[src/rtl/dmem_responder.sv]
// Wait-state data memory responder: one request in flight, IDLE -> WAIT -> RESP.
// Define DMEM_SUBWORD_EN to enable byte/half accesses; otherwise every access is a word.
module dmem_responder #(
  parameter int unsigned DEPTH       = 64,
  parameter int unsigned WAIT_CYCLES = 2
) (
  input  logic        clk,
  input  logic        reset,
  input  logic        req_valid,
  output logic        req_ready,
  input  logic        req_we,
  input  logic [31:0] req_addr,
  input  logic [31:0] req_wdata,
  input  logic [1:0]  req_size,
  input  logic        req_unsigned,
  output logic        rsp_valid,
  input  logic        rsp_ready,
  output logic [31:0] rsp_rdata,
  output logic        rsp_err,
  output logic        busy
);

  localparam int unsigned AW       = $clog2(DEPTH);
  localparam logic [31:0] LIMIT    = 32'(4 * DEPTH);
  localparam logic [3:0]  CNT_INIT = (WAIT_CYCLES == 0) ? 4'd0 : 4'(WAIT_CYCLES - 1);

  localparam logic [1:0] S_IDLE = 2'd0;
  localparam logic [1:0] S_WAIT = 2'd1;
  localparam logic [1:0] S_RESP = 2'd2;

  logic [1:0]  state_q, state_d;
  logic [3:0]  cnt_q, cnt_d;
  logic [31:0] rdata_q, rdata_d;
  logic        err_q, err_d;
  logic        we_q;
  logic [31:0] addr_q, wdata_q;
  logic [31:0] mem_q [DEPTH];

  logic        accept, enter_resp, idle;
  logic        op_we, op_uns, op_err, misaligned;
  logic [31:0] op_addr, op_wdata;
  logic [1:0]  op_size;
  logic [AW-1:0] idx;
  logic [31:0] rd_word, rd_shift, load_val, wr_data, merged;
  logic [3:0]  be;

  assign idle   = (state_q == S_IDLE);
  assign accept = idle && req_valid;

  // With zero wait states the commit edge is the accept edge, so operands come straight from the port.
  assign op_we    = idle ? req_we    : we_q;
  assign op_addr  = idle ? req_addr  : addr_q;
  assign op_wdata = idle ? req_wdata : wdata_q;

`ifdef DMEM_SUBWORD_EN
  logic [1:0] size_q;
  logic       uns_q;

  always_ff @(posedge clk or negedge reset) begin
    if (!reset) begin
      size_q <= '0;
      uns_q  <= 1'b0;
    end else if (accept) begin
      size_q <= req_size;
      uns_q  <= req_unsigned;
    end
  end

  assign op_size = idle ? req_size     : size_q;
  assign op_uns  = idle ? req_unsigned : uns_q;
`else
  logic unused_subword;
  assign unused_subword = ^{req_size, req_unsigned};
  assign op_size = 2'b10;
  assign op_uns  = 1'b0;
`endif

  assign idx      = op_addr[AW+1:2];
  assign rd_word  = mem_q[idx];
  assign rd_shift = rd_word >> {op_addr[1:0], 3'b000};

  always_comb begin
    misaligned = 1'b0;
    be         = 4'b1111;
    wr_data    = op_wdata;
    load_val   = rd_word;
    case (op_size)
      2'b00: begin
        be       = 4'b0001 << op_addr[1:0];
        wr_data  = {4{op_wdata[7:0]}};
        load_val = op_uns ? {24'd0, rd_shift[7:0]} : {{24{rd_shift[7]}}, rd_shift[7:0]};
      end
      2'b01: begin
        misaligned = op_addr[0];
        be         = op_addr[1] ? 4'b1100 : 4'b0011;
        wr_data    = {2{op_wdata[15:0]}};
        load_val   = op_uns ? {16'd0, rd_shift[15:0]} : {{16{rd_shift[15]}}, rd_shift[15:0]};
      end
      default: misaligned = |op_addr[1:0];
    endcase
  end

  assign op_err = (op_addr >= LIMIT) || misaligned;

  always_comb begin
    for (int unsigned i = 0; i < 4; i++) begin
      merged[8*i +: 8] = be[i] ? wr_data[8*i +: 8] : rd_word[8*i +: 8];
    end
  end

  always_comb begin
    state_d = state_q;
    cnt_d   = cnt_q;
    case (state_q)
      S_IDLE: if (req_valid) begin
        if (WAIT_CYCLES == 0) begin
          state_d = S_RESP;
        end else begin
          state_d = S_WAIT;
          cnt_d   = CNT_INIT;
        end
      end
      S_WAIT: begin
        if (cnt_q == '0) state_d = S_RESP;
        else             cnt_d   = cnt_q - 4'd1;
      end
      S_RESP:  if (rsp_ready) state_d = S_IDLE;
      default: state_d = S_IDLE;
    endcase
  end

  assign enter_resp = (state_d == S_RESP) && (state_q != S_RESP);

  always_comb begin
    rdata_d = rdata_q;
    err_d   = err_q;
    if (enter_resp) begin
      err_d   = op_err;
      rdata_d = (op_err || op_we) ? '0 : load_val;
    end
  end

  always_ff @(posedge clk or negedge reset) begin
    if (!reset) begin
      state_q <= S_IDLE;
      cnt_q   <= '0;
      rdata_q <= '0;
      err_q   <= 1'b0;
      we_q    <= 1'b0;
      addr_q  <= '0;
      wdata_q <= '0;
    end else begin
      state_q <= state_d;
      cnt_q   <= cnt_d;
      rdata_q <= rdata_d;
      err_q   <= err_d;
      if (accept) begin
        we_q    <= req_we;
        addr_q  <= req_addr;
        wdata_q <= req_wdata;
      end
    end
  end

  // Storage is not reset; gating with reset keeps a zero-wait accept from committing during reset.
  always_ff @(posedge clk) begin
    if (reset && enter_resp && op_we && !op_err) begin
      mem_q[idx] <= merged;
    end
  end

  assign req_ready = idle;
  assign rsp_valid = (state_q == S_RESP);
  assign busy      = !idle;
  assign rsp_rdata = rdata_q;
  assign rsp_err   = err_q;

endmodule

[config.mk]
export PLATFORM = sky130hd
export DESIGN_NAME = dmem_responder
export DESIGN_NICKNAME = d
export VERILOG_FILES = /design/src/rtl/dmem_responder.sv
export SDC_FILE = /design/constraint.sdc
export NUM_CORES = 2
export LEC_CHECK = 0
export ABC_AREA = 1
export BUFFER_PORTS_ARGS = -buffer_cell sky130_fd_sc_hd__buf_2
export CAP_MARGIN = 30
export CORE_MARGIN = 5
export CORE_UTILIZATION = 45
export CTS_BUF_LIST = sky130_fd_sc_hd__clkbuf_2
export CTS_CLUSTER_DIAMETER = 30
export DETAILED_ROUTE_END_ITERATION = 8
export SYNTH_ARGS = -nofsm -noshare
export SYNTH_HDL_FRONTEND = slang
export SYNTH_SLANG_ARGS = --single-unit
[constraint.sdc]
create_clock -name clk -period 3.85 [get_ports clk]
set_input_delay 0.385 -clock clk [delete_from_list [all_inputs] [get_ports clk]]
set_output_delay 0.385 -clock clk [all_outputs]
set_load 0.01 [all_outputs]
==> impl_summary.log <==
INFO  metric outcome = finished, final reports clean
INFO  metric yosys.cell_count.top_type = sky130_fd_sc_hd__nand2_1
INFO  metric globalRoute.totalOverflow = 0
INFO  metric number_of_vias_in_the_routed_layout = about 65k
INFO  metric cp_max_fo = 47
INFO  metric floorplan.io_pins = 108
INFO  metric async_flop_share = 0.0483
INFO  metric floorplan.die.height = 458 um
INFO  metric sink_count = between 2k and 2.5k
INFO  metric post_synth_inst_count = 8559
INFO  metric area_added_between_synthesis_and_finish = 16.9%
INFO  metric place_worst_setup_slack = 0.313 ns
INFO  metric grt_pass1_vias = 61.8k
INFO  metric critical_path.n_buffers_inverters = 3
INFO  metric drv_cap = 0
INFO  metric post-route-drc-count = 0
INFO  metric ys_warn_count = 0
INFO  metric h-tree-depth = 6
INFO  metric slowest_stage = sky130_fd_sc_hd__nor2_1
INFO  metric netlist.top_cell.by_area = sky130_fd_sc_hd__edfxtp_1
INFO  metric number_of_drc_markers_in_iteration_0 = about 6.5k
INFO  metric final_clock_skew = 0.242 ns
INFO  metric slowest_delay = around 0.57 ns
INFO  metric core.rowCount = about 160
INFO  metric max-slew-margin-rel = 0.210
INFO  metric gpl_wtd_cong = 0.875
INFO  metric period_needed = ~3.8 ns
INFO  metric vdd_drop_max = 485 uV
INFO  metric power.density_cell_area = roughly 780 mW/mm^2
INFO  metric numPortBuffers = 104
INFO  metric arrival_time_of_the_worst_setup_path = 5.46 ns
INFO  metric worst-r2r-cell-count = 14
INFO  metric final_net_count = 9497
INFO  metric pin_count_of_the_biggest_net_entering_global_routing = around 100
INFO  metric ctsRootBufferMaster = sky130_fd_sc_hd__clkbuf_2
INFO  metric rr_startpoint = state_q[0]
INFO  metric cts-root-to-sink-buffers = 4
INFO  metric grt_first_pass_wirelength = 402 mm
INFO  metric core-area = about 0.20 sq mm
INFO  metric timing.final.crit_share = 0.981
INFO  metric timing_max_transition_violations_final = 0
INFO  metric drt_pass1_iterations = 6
INFO  metric groute.layer.met1.usage = 0.346
INFO  metric startpoint_type = register
INFO  metric crit_path_depth = 14
INFO  metric cts.reportedPaths.clkPinSlew = between 0.1 and 0.15 ns
INFO  metric synth.top_cells.by_count = sky130_fd_sc_hd__nand2_1, sky130_fd_sc_hd__edfxtp_1, sky130_fd_sc_hd__inv_1
INFO  metric tritoncts = done
INFO  metric gr_met2_demand_resource = 0.403
INFO  metric worstHoldPathCells = 5
INFO  metric die_area = around 0.21 sq mm
INFO  metric ys_seq_elements = between 2k and 2.5k
INFO  metric critical-path-top-delay-family = simple AND/OR/NAND/NOR gates
INFO  metric synthTopCellsByArea = sky130_fd_sc_hd__edfxtp_1, sky130_fd_sc_hd__nand2_1, sky130_fd_sc_hd__inv_1
INFO  metric drive_gt1_frac = 0.145
INFO  metric met3_layer_usage_reported_by_global_route = 0.0531
INFO  metric synth-edff-count = roughly 2k
INFO  metric setup.worst_path.end_class = register
INFO  metric insertion_delay = about 1.9 ns
INFO  metric combinationalPowerShare = 0.442
INFO  metric synth.yosys.seq_area_share = 0.711
INFO  metric synth.lib_cells_used.distinct = 30
INFO  metric cp_common_cell = sky130_fd_sc_hd__nand2_1
INFO  metric synth_top_cell_area_share = 0.682
INFO  metric floorplan.initialDensity = 0.452
INFO  metric timing.setup.critical_path_class = register to register
INFO  metric die_w = between 400 and 500 um
INFO  metric leakagePower = 0.0445 uW
INFO  metric hold_violations = 0
INFO  metric share_seq_of_total_power = 0.366
INFO  metric synthesis.area_per_instance = 10.5 sq um
INFO  metric routed_via_density = between 5 and 6
INFO  metric setup_viol_count_final = 0
INFO  metric filler_cell_count = between 15k and 20k
INFO  metric p_switching = approximately 36000 uW
INFO  metric post-dp-hpwl = 156 mm
INFO  metric power.share.clock = 0.192
INFO  metric synthesis.nets = roughly 8.6k
INFO  metric netSwitchingFraction = 0.438
INFO  metric antenna_found_initial = 13
INFO  metric timing.reg2reg.setup_slack = roughly 0.072 ns
INFO  metric intPower = 46500 uW
INFO  metric timing.critical_path.cells = nor2_2 -> buf_4 -> nand2_1 -> nand2_8 -> buf_12 -> buf_12 -> nand2_1 -> nand3_1 -> nand4_1 -> nand2_1 -> nand2_1 -> nor2_1 -> nand3_1 -> nand2_1
INFO  metric worst_hold_path_type = input port to register
INFO  metric holdCritStartpoint = req_wdata[28]
INFO  metric yosys_most_used_dff = sky130_fd_sc_hd__edfxtp_1
INFO  metric tightestPinTransition = approximately 1.2 ns
INFO  metric grtUsageTotal = 0.259
INFO  metric routedWlPerCell = between 20 and 25 um
INFO  metric worst-endpoint-required = ~5.5 ns
INFO  metric clock.fmax = around 260 MHz
INFO  metric regToRegEndpoint = rsp_rdata[26]
INFO  metric cts_buffers = 586
INFO  metric timing.final.ws_setup = 0.0715 ns
INFO  metric final_core_utilization = 0.528
INFO  metric route.antenna.remaining_nets = 0
INFO  metric busiest_layer = met2
INFO  metric syn-cell-area = 0.0901 sq mm
INFO  metric holdPathEnd = mem_q[7][28]
INFO  metric route.final.wire_length = 278 mm
## layer usage
metal / part of all wire / vias to the layer above
li1: - / 29908
met1: 0.40 / 31076
met2: 0.46 / 3157
met3: 0.087 / 668
met4: 0.054 / 6
met5: 0.00018 / -
## cell type report
class                      instances  area [sq um]  area share
sequential                      2152         64100       0.608
multi-input combinational       5050         21600       0.205
timing repair buffer             692          7840      0.0744
clock buffer                     818          4090      0.0389
inverter                         941          3530      0.0335
tap                             2656          3320      0.0315
clock inverter                   135           860     0.00816
antenna                           15          37.5    0.000356
## cells in the final DEF (no fill, tap or decap), types with 33 or more instances in the layout
| master | count |
|---|---|
| sky130_fd_sc_hd__a21oi_1 | 33 |
| sky130_fd_sc_hd__buf_12 | 162 |
| sky130_fd_sc_hd__buf_2 | 103 |
| sky130_fd_sc_hd__buf_4 | 149 |
| sky130_fd_sc_hd__clkbuf_2 | 818 |
| sky130_fd_sc_hd__clkinv_1 | 82 |
| sky130_fd_sc_hd__dfrtp_1 | 104 |
| sky130_fd_sc_hd__dlygate4sd3_1 | 268 |
| sky130_fd_sc_hd__edfxtp_1 | 2048 |
| sky130_fd_sc_hd__inv_1 | 937 |
| sky130_fd_sc_hd__nand2_1 | 3744 |
| sky130_fd_sc_hd__nand3_1 | 562 |
| sky130_fd_sc_hd__nand4_1 | 130 |
| sky130_fd_sc_hd__nor2_1 | 173 |
| sky130_fd_sc_hd__nor2_4 | 68 |
| sky130_fd_sc_hd__o21ai_0 | 233 |
| sky130_fd_sc_hd__o21ai_4 | 33 |
## kinds of logic (layout without fill, tap and decap cells)
| group | count (synthesis) | in the layout | share of synthesized area |
|---|---|---|---|
| buffers and inverters | 1357 | 2586 | 0.0604 |
| adders and majority gates | 2 | 2 | 0.000278 |
| AOI/OAI and AO/OA | 310 | 310 | 0.0174 |
| DFF | 2152 | 2152 | 0.711 |
| xor gates and xnor gates | 1 | 1 | 0.0000972 |
| other | 0 | 15 | 0 |
| and+or+nand+nor | 4737 | 4737 | 0.211 |
## power by group through the flow
| stage | logic (uW) | registers (uW) | clock network [uW] |
|---|---|---|---|
| after floorplan | 18500 | 31200 | 0 |
| after global routing | 39200 | 30300 | 17500 |
| after CTS | 35900 | 30200 | 16100 |
| after detailed placement | 35000 | 30700 | 0 |
| final | 36500 | 30300 | 15800 |
| after global placement | 33900 | 30700 | 0 |
## worst min-delay path, cell delays in order
cell                            delay, ns
sky130_fd_sc_hd__dlygate4sd3_1       0.54
sky130_fd_sc_hd__buf_2               0.12
sky130_fd_sc_hd__dlygate4sd3_1       0.55
sky130_fd_sc_hd__inv_1               0.14
sky130_fd_sc_hd__o21ai_4             0.16
## worst max-delay path by stage
stage / slack [ns] / startpoint / to
after CTS: 0.07 / state_q[0] / busy
final: 0.07 / state_q[0] / rsp_rdata[26]
after global routing: -0.1 / state_q[1] / busy
after detailed placement: 0.31 / state_q[0] / mem_q[10][11]
after floorplan: -0.41 / state_q[1] / mem_q[0][22]
after global placement: 0.38 / state_q[0] / rsp_rdata[8]
## state kept, by name (all words and copies together) (netlist names)
signal     cells
rsp_rdata     32
we_q           1
mem_q       2048
state_q        2
rsp_err        1
cnt_q          4
addr_q        32
wdata_q       32
## what timing repair did
action                                  4_1_cts  5_1_grt
hold buffers                                269        0
hold endpoints to repair                   4185        0
setup buffers                                 0        1
gates resized for setup                       8        2
pin swaps                                     0        0
gates cloned                                  1        0
endpoints found under the setup margin        1      144
## per-stage QoR
stage          hold slack (ns)  cells  power (uW)  cell area [sq um]  TNS (ns)
6_report                 0.294  12459       82600             105000         0
3_3_place_gp             0.463  11197       64600              97100         0
4_1_cts                 0.0120  12442       82200             105000         0
5_1_grt                  0.121  12454       86900             105000   -0.0959
3_5_place_dp             0.460  11219       65700              97600         0
2_1_floorplan           0.0894   8559       49700              90100   -329.24
No activity file was read; power rests on OpenSTA's default activity.
